File: config.mk
export PLATFORM = sky130hd
export DESIGN_NAME = cordic_iter_unit
export DESIGN_NICKNAME = d
export VERILOG_FILES = /design/src/rtl/cordic_iter_unit.sv
export SDC_FILE = /design/constraint.sdc
export NUM_CORES = 2
export LEC_CHECK = 0
export ABC_AREA = 1
export CAP_MARGIN = 25
export CORE_AREA = 2 2 666 403
export DETAILED_ROUTE_END_ITERATION = 10
export DIE_AREA = 0 0 668 405
export HOLD_SLACK_MARGIN = 0.08
export SLEW_MARGIN = 20
export SYNTH_ARGS = -nofsm -noshare
export SYNTH_HDL_FRONTEND = slang
export SYNTH_SLANG_ARGS = --single-unit
export TNS_END_PERCENT = 5
File: constraint.sdc
create_clock -name clk -period 9 [get_ports clk]
set_clock_uncertainty 0.05 [all_clocks]
set_input_delay 1.35 -clock clk [delete_from_list [all_inputs] [get_ports clk]]
set_output_delay 1.35 -clock clk [all_outputs]
set_load 0.01 [all_outputs]
File: src/rtl/cordic_iter_unit.sv
// cordic_iter_unit: iterative CORDIC (trig, rotate, vectoring) with valid/ready handshake
module cordic_iter_unit #(
  parameter int N = 32,
  parameter int I = 20
) (
  input  logic                clk,
  input  logic                rst,
  input  logic                in_valid,
  output logic                in_ready,
  input  logic [1:0]          mode,
  input  logic signed [N-1:0] angle,
  input  logic signed [N-1:0] Xi,
  input  logic signed [N-1:0] Yi,
  output logic                out_valid,
  input  logic                out_ready,
  output logic signed [N-1:0] sin,
  output logic signed [N-1:0] cos,
  output logic signed [N-1:0] Xr,
  output logic signed [N-1:0] Yr,
  output logic signed [N-1:0] mag,
  output logic signed [N-1:0] phase
);
  localparam int FRAC = N - 4;
  localparam logic [1:0] S_IDLE = 2'd0, S_ROT = 2'd1, S_SCALE = 2'd2, S_DONE = 2'd3;
  localparam logic [31:0] ATAN [0:27] = '{
    32'h0C90FDAA, 32'h076B19C1, 32'h03EB6EBF, 32'h01FD5BA9, 32'h00FFAADD, 32'h007FF556,
    32'h003FFEAA, 32'h001FFFD5, 32'h000FFFFA, 32'h0007FFFF, 32'h0003FFFF, 32'h0001FFFF,
    32'h0000FFFF, 32'h00007FFF, 32'h00003FFF, 32'h00001FFF, 32'h00000FFF, 32'h000007FF,
    32'h000003FF, 32'h000001FF, 32'h000000FF, 32'h0000007F, 32'h0000003F, 32'h0000001F,
    32'h0000000F, 32'h00000008, 32'h00000004, 32'h00000002};
  localparam logic [31:0] HALF_PI32 = 32'h1921FB54;
  localparam logic [31:0] K32 = 32'h09B74EDA;
  localparam logic signed [N-1:0] HALF_PI = HALF_PI32[31 -: N];
  localparam logic signed [N-1:0] KN = K32[31 -: N];
  localparam logic signed [N-1:0] ONE = N'(1) <<< FRAC;
  function automatic logic signed [N-1:0] scl(input logic signed [N-1:0] v);
    logic signed [2*N-1:0] p;
    p = v * KN;
    return N'(p >>> FRAC);
  endfunction
  logic [1:0] st_q, st_d, md_q, md_d;
  logic [4:0] k_q, k_d;
  logic sc_q, sc_d;
  logic signed [N-1:0] x_q, x_d, y_q, y_d, z_q, z_d;
  logic signed [N-1:0] sin_q, sin_d, cos_q, cos_d, xr_q, xr_d, yr_q, yr_d, mag_q, mag_d, ph_q, ph_d;
  logic trig, vec, dpos;
  logic signed [N-1:0] xs, ys, xsh, ysh, at;
  always_comb begin
    st_d = st_q;
    md_d = md_q;
    k_d = k_q;
    sc_d = sc_q;
    x_d = x_q;
    y_d = y_q;
    z_d = z_q;
    sin_d = sin_q;
    cos_d = cos_q;
    xr_d = xr_q;
    yr_d = yr_q;
    mag_d = mag_q;
    ph_d = ph_q;
    trig = mode[1] == mode[0];
    vec = mode == 2'b10;
    xs = trig ? ONE : Xi;
    ys = trig ? '0 : Yi;
    xsh = x_q >>> k_q;
    ysh = y_q >>> k_q;
    at = ATAN[k_q][31 -: N];
    dpos = md_q == 2'b10 ? y_q < 0 : z_q >= 0;
    if (st_q == S_IDLE && in_valid) begin
      st_d = S_ROT;
      md_d = trig ? 2'b00 : mode;
      k_d = '0;
      if (vec) begin
        x_d = xs < 0 ? (ys >= 0 ? ys : -ys) : xs;
        y_d = xs < 0 ? (ys >= 0 ? -xs : xs) : ys;
        z_d = xs < 0 ? (ys >= 0 ? HALF_PI : -HALF_PI) : '0;
      end else begin
        x_d = angle > HALF_PI ? -ys : angle < -HALF_PI ? ys : xs;
        y_d = angle > HALF_PI ? xs : angle < -HALF_PI ? -xs : ys;
        z_d = angle > HALF_PI ? angle - HALF_PI : angle < -HALF_PI ? angle + HALF_PI : angle;
      end
    end else if (st_q == S_ROT) begin
      x_d = dpos ? x_q - ysh : x_q + ysh;
      y_d = dpos ? y_q + xsh : y_q - xsh;
      z_d = dpos ? z_q - at : z_q + at;
      k_d = k_q == 5'(I - 1) ? '0 : k_q + 5'd1;
      st_d = k_q == 5'(I - 1) ? S_SCALE : S_ROT;
      sc_d = 1'b0;
    end else if (st_q == S_SCALE && !sc_q) begin
      // first SCALE cycle registers the gain-corrected vector, second publishes results
      x_d = scl(x_q);
      y_d = scl(y_q);
      sc_d = 1'b1;
    end else if (st_q == S_SCALE) begin
      st_d = S_DONE;
      sin_d = md_q == 2'b00 ? y_q : '0;
      cos_d = md_q == 2'b00 ? x_q : '0;
      xr_d = md_q == 2'b01 ? x_q : '0;
      yr_d = md_q == 2'b01 ? y_q : '0;
      mag_d = md_q == 2'b10 ? x_q : '0;
      ph_d = md_q == 2'b10 ? z_q : '0;
    end else if (st_q == S_DONE && out_ready) begin
      st_d = S_IDLE;
    end
  end
  always_ff @(posedge clk) begin
    if (rst) begin
      st_q <= S_IDLE;
      md_q <= '0;
      k_q <= '0;
      sc_q <= 1'b0;
      x_q <= '0;
      y_q <= '0;
      z_q <= '0;
      sin_q <= '0;
      cos_q <= '0;
      xr_q <= '0;
      yr_q <= '0;
      mag_q <= '0;
      ph_q <= '0;
    end else begin
      st_q <= st_d;
      md_q <= md_d;
      k_q <= k_d;
      sc_q <= sc_d;
      x_q <= x_d;
      y_q <= y_d;
      z_q <= z_d;
      sin_q <= sin_d;
      cos_q <= cos_d;
      xr_q <= xr_d;
      yr_q <= yr_d;
      mag_q <= mag_d;
      ph_q <= ph_d;
    end
  end
  assign in_ready = st_q == S_IDLE;
  assign out_valid = st_q == S_DONE;
  assign sin = sin_q;
  assign cos = cos_q;
  assign Xr = xr_q;
  assign Yr = yr_q;
  assign mag = mag_q;
  assign phase = ph_q;
endmodule

## Yosys cells after proc, flatten, opt, wreduce, memory -nomap -nowiden

Memories as Yosys holds them, arrays and structs flattened.
Index checks and enable logic that the tools add are counted.

| operators by class | value |
|---|---|
| add/sub/neg operators | 11 |
| multiply operators | 2 |
| magnitude comparators | 7 |
| equality and inequality tests | 10 |
| shift operators | 2 |
| mux-type cells | 47 |
| bitwise gates (word level) | 4 |
| reduce and logical (&&, ||, !) cells | 16 |

Operators with widths:

| kind | number |
|---|---|
| $mux 32 | 36 |
| $mul 32x28->59 const B | 2 |
| $add 32x32->32 | 3 |
| $sub 32x32->32 | 3 |
| $ge 32x1->1 const B | 2 |
| $lt 32x1->1 const B | 2 |
| $neg 32->32 | 2 |
| $sshr 32x5->32 | 2 |
| $add 32x30->32 const B | 1 |
| $gt 32x30->1 const B | 1 |
| $lt 32x30->1 const B | 1 |
| $sub 32x30->32 const B | 1 |
| $mux 2 | 6 |
| $eq 2x2->1 const B | 4 |
| $ge 6x6->1 const B | 1 |
| $not 5->6 | 1 |
| $reduce_and 2->1 | 3 |
| $reduce_bool 3->1 | 2 |
| $add 5x1->5 const B | 1 |
| $eq 5x5->1 const B | 1 |
| $mux 5 | 1 |
| $eq 2x1->1 const B | 2 |
| $logic_not 2->1 | 2 |
| $mux 1 | 4 |
| other kinds (10) | 15 |

| word-level totals | value |
|---|---|
| flip-flop bits (word level) | 298 |
| ROM bits | 1,024 |
| output and inout bits | 194 |
| logic and storage cells | 114 |
| memories kept | 1 |

Memory list:

| name | depth | width | rd ports | clocked after Yosys merged registers in | wr ports | RTL line | RTL |
|---|---|---|---|---|---|---|---|
| (name not given) | 32 | 32 | 1 | 0 | 0 | 68 | `at = ATAN[k_q][31 -: N];` |

## Logic depth before layout (Yosys ltp)

| logic depth | value |
|---|---|
| word-level depth | 8 |
| depth in mapped cells | 42 |

## Worst setup path before layout

No wires, ideal clock.

| path | value |
|---|---|
| path type | register to register |
| start point | register x_q[31] |
| end point | register x_q[15] |
| data arrival time | 6.369 ns |
| data required time | 8.880 ns |
| path slack | 2.510 ns |
| stages on the path, launching flop included | 26 |
| path buffers | 0 |
| cells stage by stage | dfxtp_1 ha_1 inv_1 fa_1 inv_1 fa_1 fa_1 inv_1 fa_1 fa_1 inv_1 fa_1 inv_1 ha_1 a21oi_1 inv_1 a31oi_1 o21ai_0 a21oi_1 nand3_1 a21oi_1 o21ai_0 a21oi_1 a21oi_1 or2_2 a21oi_1 |

| between the ends | value |
|---|---|
| longest elaborated chain between the ends | 4 |

Ends and longest elaborated chain:

| what | RTL line | RTL |
|---|---|---|
| from (decl) | 44 | `logic signed [N-1:0] x_q, x_d, y_q, y_d, z_q, z_d;` |
| from (signal assigned) | 113 | `x_q <= '0;` |
| from (signal assigned) | 127 | `x_q <= x_d;` |
| $mul 32x28->59 | 38 | `p = v * KN;` |
| $mux 32 | 90 | `end else if (st_q == S_SCALE && !sc_q) begin` |
| $mux 32 | 83 | `end else if (st_q == S_ROT) begin` |
| $mux 32 | 70 | `if (st_q == S_IDLE && in_valid) begin` |

No other way between the ends. The select of a mux whose other input is x is not followed.
A chain may end at the register's enable or synchronous reset.

## Worst setup path after layout

| path | value |
|---|---|
| start point | register y_q[19] |
| end point | register y_q[16] |

| between the ends | value |
|---|---|
| longest elaborated chain between the ends | 5 |
| elaborated cells between the ends (all ways) | 7 |

Ends and longest elaborated chain:

| what | RTL line | RTL |
|---|---|---|
| from (decl) | 44 |  |
| from (signal assigned) | 128 | `y_q <= y_d;` |
| branches (longest 3 deep; another with $mul 32x28->59) | - |  |
| $mux 32 * | 83 |  |
| $mux 32 * | 70 |  |

Every way passes the cells marked *. The select of a mux whose other input is x is not followed.

==> impl_metrics.tcl <==
set metrics [dict create \
    synth-seq-area-share 0.0907 \
    crit_buf_inv 4 \
    hold_violations 0 \
    netlist_area_um2 65800 \
    yosysWarnings 0 \
    hold_slack_ns 0.412 \
    r2r_end "y_q[16]" \
    synth.distinct_cells 68 \
    viasPerCell 5.11 \
    fmax_mhz 116 \
    final_cell_mix "1,903 x inv_1, 1,674 x nand2_1, 807 x ha_1, 751 x fa_1, 750 x a21oi_1" \
    instances_no_fill 13100 \
    r2r_cells 26 \
    via_count 66800 \
    coreArea_um2 265000 \
    gp_congestion 1.08 \
    setup.worst_path.start "y_q[19]" \
    hp-class "flip-flop to flip-flop" \
    placed_cells 13000 \
    rows 147 \
    ys_ff_latch 298 \
    ios 296 \
    synth-edff-count 0 \
    drive_gt1_frac 0.0391 \
    r2r-start "y_q[19]" \
    crit_family "adder cells" \
    worstPathArrival_ns 9.12 \
    cts_resized 0 \
    cts_tree "yes" \
    die_y_um 405 \
    finalNetCount 11100 \
    grtUsageMet2 0.284 \
    area_delta_synth_final_pct 13.9 \
    tightest_slew_ns 1.21 \
    cts_hold_buf 0 \
    grt_pass1_vias 62200 \
    clk_pin_slew_ns 0.07 \
    clock-sinks 298 \
    worst_ep_required_time_ns 9.46 \
    cap_viol_max_count 0 \
    drtIter0Drc 9512 \
    cp_slowest_cell "dfxtp_1" \
    seq_area_um2 5980 \
    cp_common_cell "a21oi_1" \
    die_w_um 668 \
    avgSynthCellArea_um2 7.10 \
    drtAntennaViolNets 0 \
    crit_type "flip-flop to flip-flop" \
    drv_slew 0 \
    start_util 0.248 \
    setup_tns_ns 0 \
    portBuffers 295 \
    first_pass_iters 6 \
    worstPathMaxFanout 7 \
    setup_violations 0 \
    cp-start-kind "flip-flop" \
    routed_wl_um 332000 \
    root_buffer "clkbuf_16" \
    critPathCaptureType "flip-flop" \
    grt_max_degree 141 \
    cts_made_buffers 40 \
    synthArstFlopShare 0 \
    met1_usage 0.373 \
    slew-limit-headroom 0.192 \
    clkLatencyLatePin_ns 0.68 \
    grtUsageMet3 0.120 \
    hpwl_um 279000 \
    antenna_found_initial 46 \
    grt_pass1_wl_um 470000 \
    r2r_slack_ns 0.35 \
    post_cts_buffers 0 \
    fin_area_um2 74900 \
    grt-busiest-layer "met1" \
    post-route-drc-count 0 \
    syn-num-nets 10900 \
    rsz0062_at_grt "no" \
    final_common_cell "inv_1" \
    synth-main-ff-cell "dfxtp_1" \
    endpoint "y_q[16]" \
    post_drt_wl_per_cell_um 25.4 \
    fp.dieArea_um2 271000 \
    period_needed_ns 8.65 \
    status "finished clean" \
    cts.htree.levels 2 \
    crit_cells 26 \
    multi_input_area_um2 51300 \
    grt_usage 0.241 \
    grt-ovfl-total 0 \
    clockBufferDepth 3 \
    slowest_delay_ns 0.85 \
    timing.final.crit_share 0.961 \
    syn_inst 9272 \
    placed_cell_area_um2 73400 \
    filler_cell_count 29600 \
]
## how the worst min path moves through the flow
stage	startpoint	to	slack, ns	cells past startpoint
2_1_floorplan	md_q[0]	md_q[0]	0.41	2
3_3_place_gp	mag[24]	mag[24]	0.40	2
3_5_place_dp	cos[4]	cos[4]	0.41	2
4_1_cts	mag[1]	mag[1]	0.41	2
5_1_grt	mag[1]	mag[1]	0.43	2
6_report	mag[1]	mag[1]	0.41	2
## per-stage QoR
| step | util | setup WS, ns |
|---|---|---|
| after floorplan | - | 2.51 |
| after global placement | 0.277 | 0.490 |
| after detailed placement | 0.277 | 0.759 |
| after CTS | 0.282 | 0.711 |
| after global routing | 0.282 | 0.297 |
| final | 0.283 | 0.350 |
## sequential cells by signal (all words and copies together) (netlist names), 2 cells and up
name and count:
x_q 32, k_q 5, Yr 32, md_q 2, phase 32, mag 32, z_q 32, st_q 2
cos 32, sin 32, y_q 32, Xr 32
## cells by family after synthesis
family / Yosys count / share of synthesized area
AOI/OAI and AO/OA: 1641 / 0.140
buffers and inverters: 2260 / 0.131
xor gates and xnor gates: 388 / 0.0516
and+or+nand+nor: 3125 / 0.204
adders and majority gates: 1560 / 0.382
DFF: 298 / 0.0907
## layout make-up
class                           count  area share
Tap cell                         3576      0.0597
Clock buffer                       52      0.0149
Inverter                         1928      0.0966
Sequential cell                   298      0.0798
Clock inverter                     21     0.00429
Antenna cell                        8    0.000267
Multi-Input combinational cell   6714       0.685
Timing Repair Buffer              475      0.0593
## per-layer routing
layer | routed length [um] | share of wire | vias to the layer above
met2 | 112000 | 0.34 | 4192
met3 | 55500 | 0.17 | 358
li1 | - | - | 30000
met4 | 7360 | 0.022 | 32
met1 | 157000 | 0.47 | 32200
met5 | 207 | 0.00062 | -
## cells in the mapped netlist (7+ instances only)
master        n  area share
buf_4         8     0.00091
a31oi_1      60      0.0057
a211oi_1     10      0.0011
o22ai_1      33      0.0031
nand3_1     504       0.038
nor2_2       20      0.0019
nor4_1       22      0.0021
a22oi_1      15      0.0017
a21boi_0     15      0.0017
buf_2        57      0.0043
o211ai_1     56      0.0064
dfxtp_1     298       0.091
nor3_1       60      0.0046
o2111ai_1     7     0.00093
fa_1        751        0.23
inv_2        19      0.0011
o221ai_1     32      0.0043
buf_1        22      0.0013
a22o_1        7     0.00093
xor2_1      295       0.039
o21bai_1     48      0.0055
nor2_1      529       0.030
nand2_1    1676       0.096
or2_2        24      0.0023
o21ai_0     474       0.036
clkbuf_1    239       0.014
o21ai_1      15      0.0011
nand2_2      11      0.0010
nand3b_1      8     0.00091
ha_1        809        0.15
xnor2_1      93       0.012
o21a_1       26      0.0030
a21oi_1     750       0.057
a21o_1       47      0.0054
a221oi_1     20      0.0027
inv_1      1905        0.11
nand4_1     241       0.023
## worst register-to-register path: cells and delay by family, from the launching register on
kind	cells	cell delay [ns]
adders and majority gates	8	4.03
AOI/OAI and AO/OA	9	2.46
DFF	1	0.85
and+or+nand+nor	4	0.59
buffers and inverters	4	0.29
xor gates and xnor gates	1	0.24
Power is not shown: default switching activity piles up to over one toggle a cycle in this logic, so the estimate is an artifact.
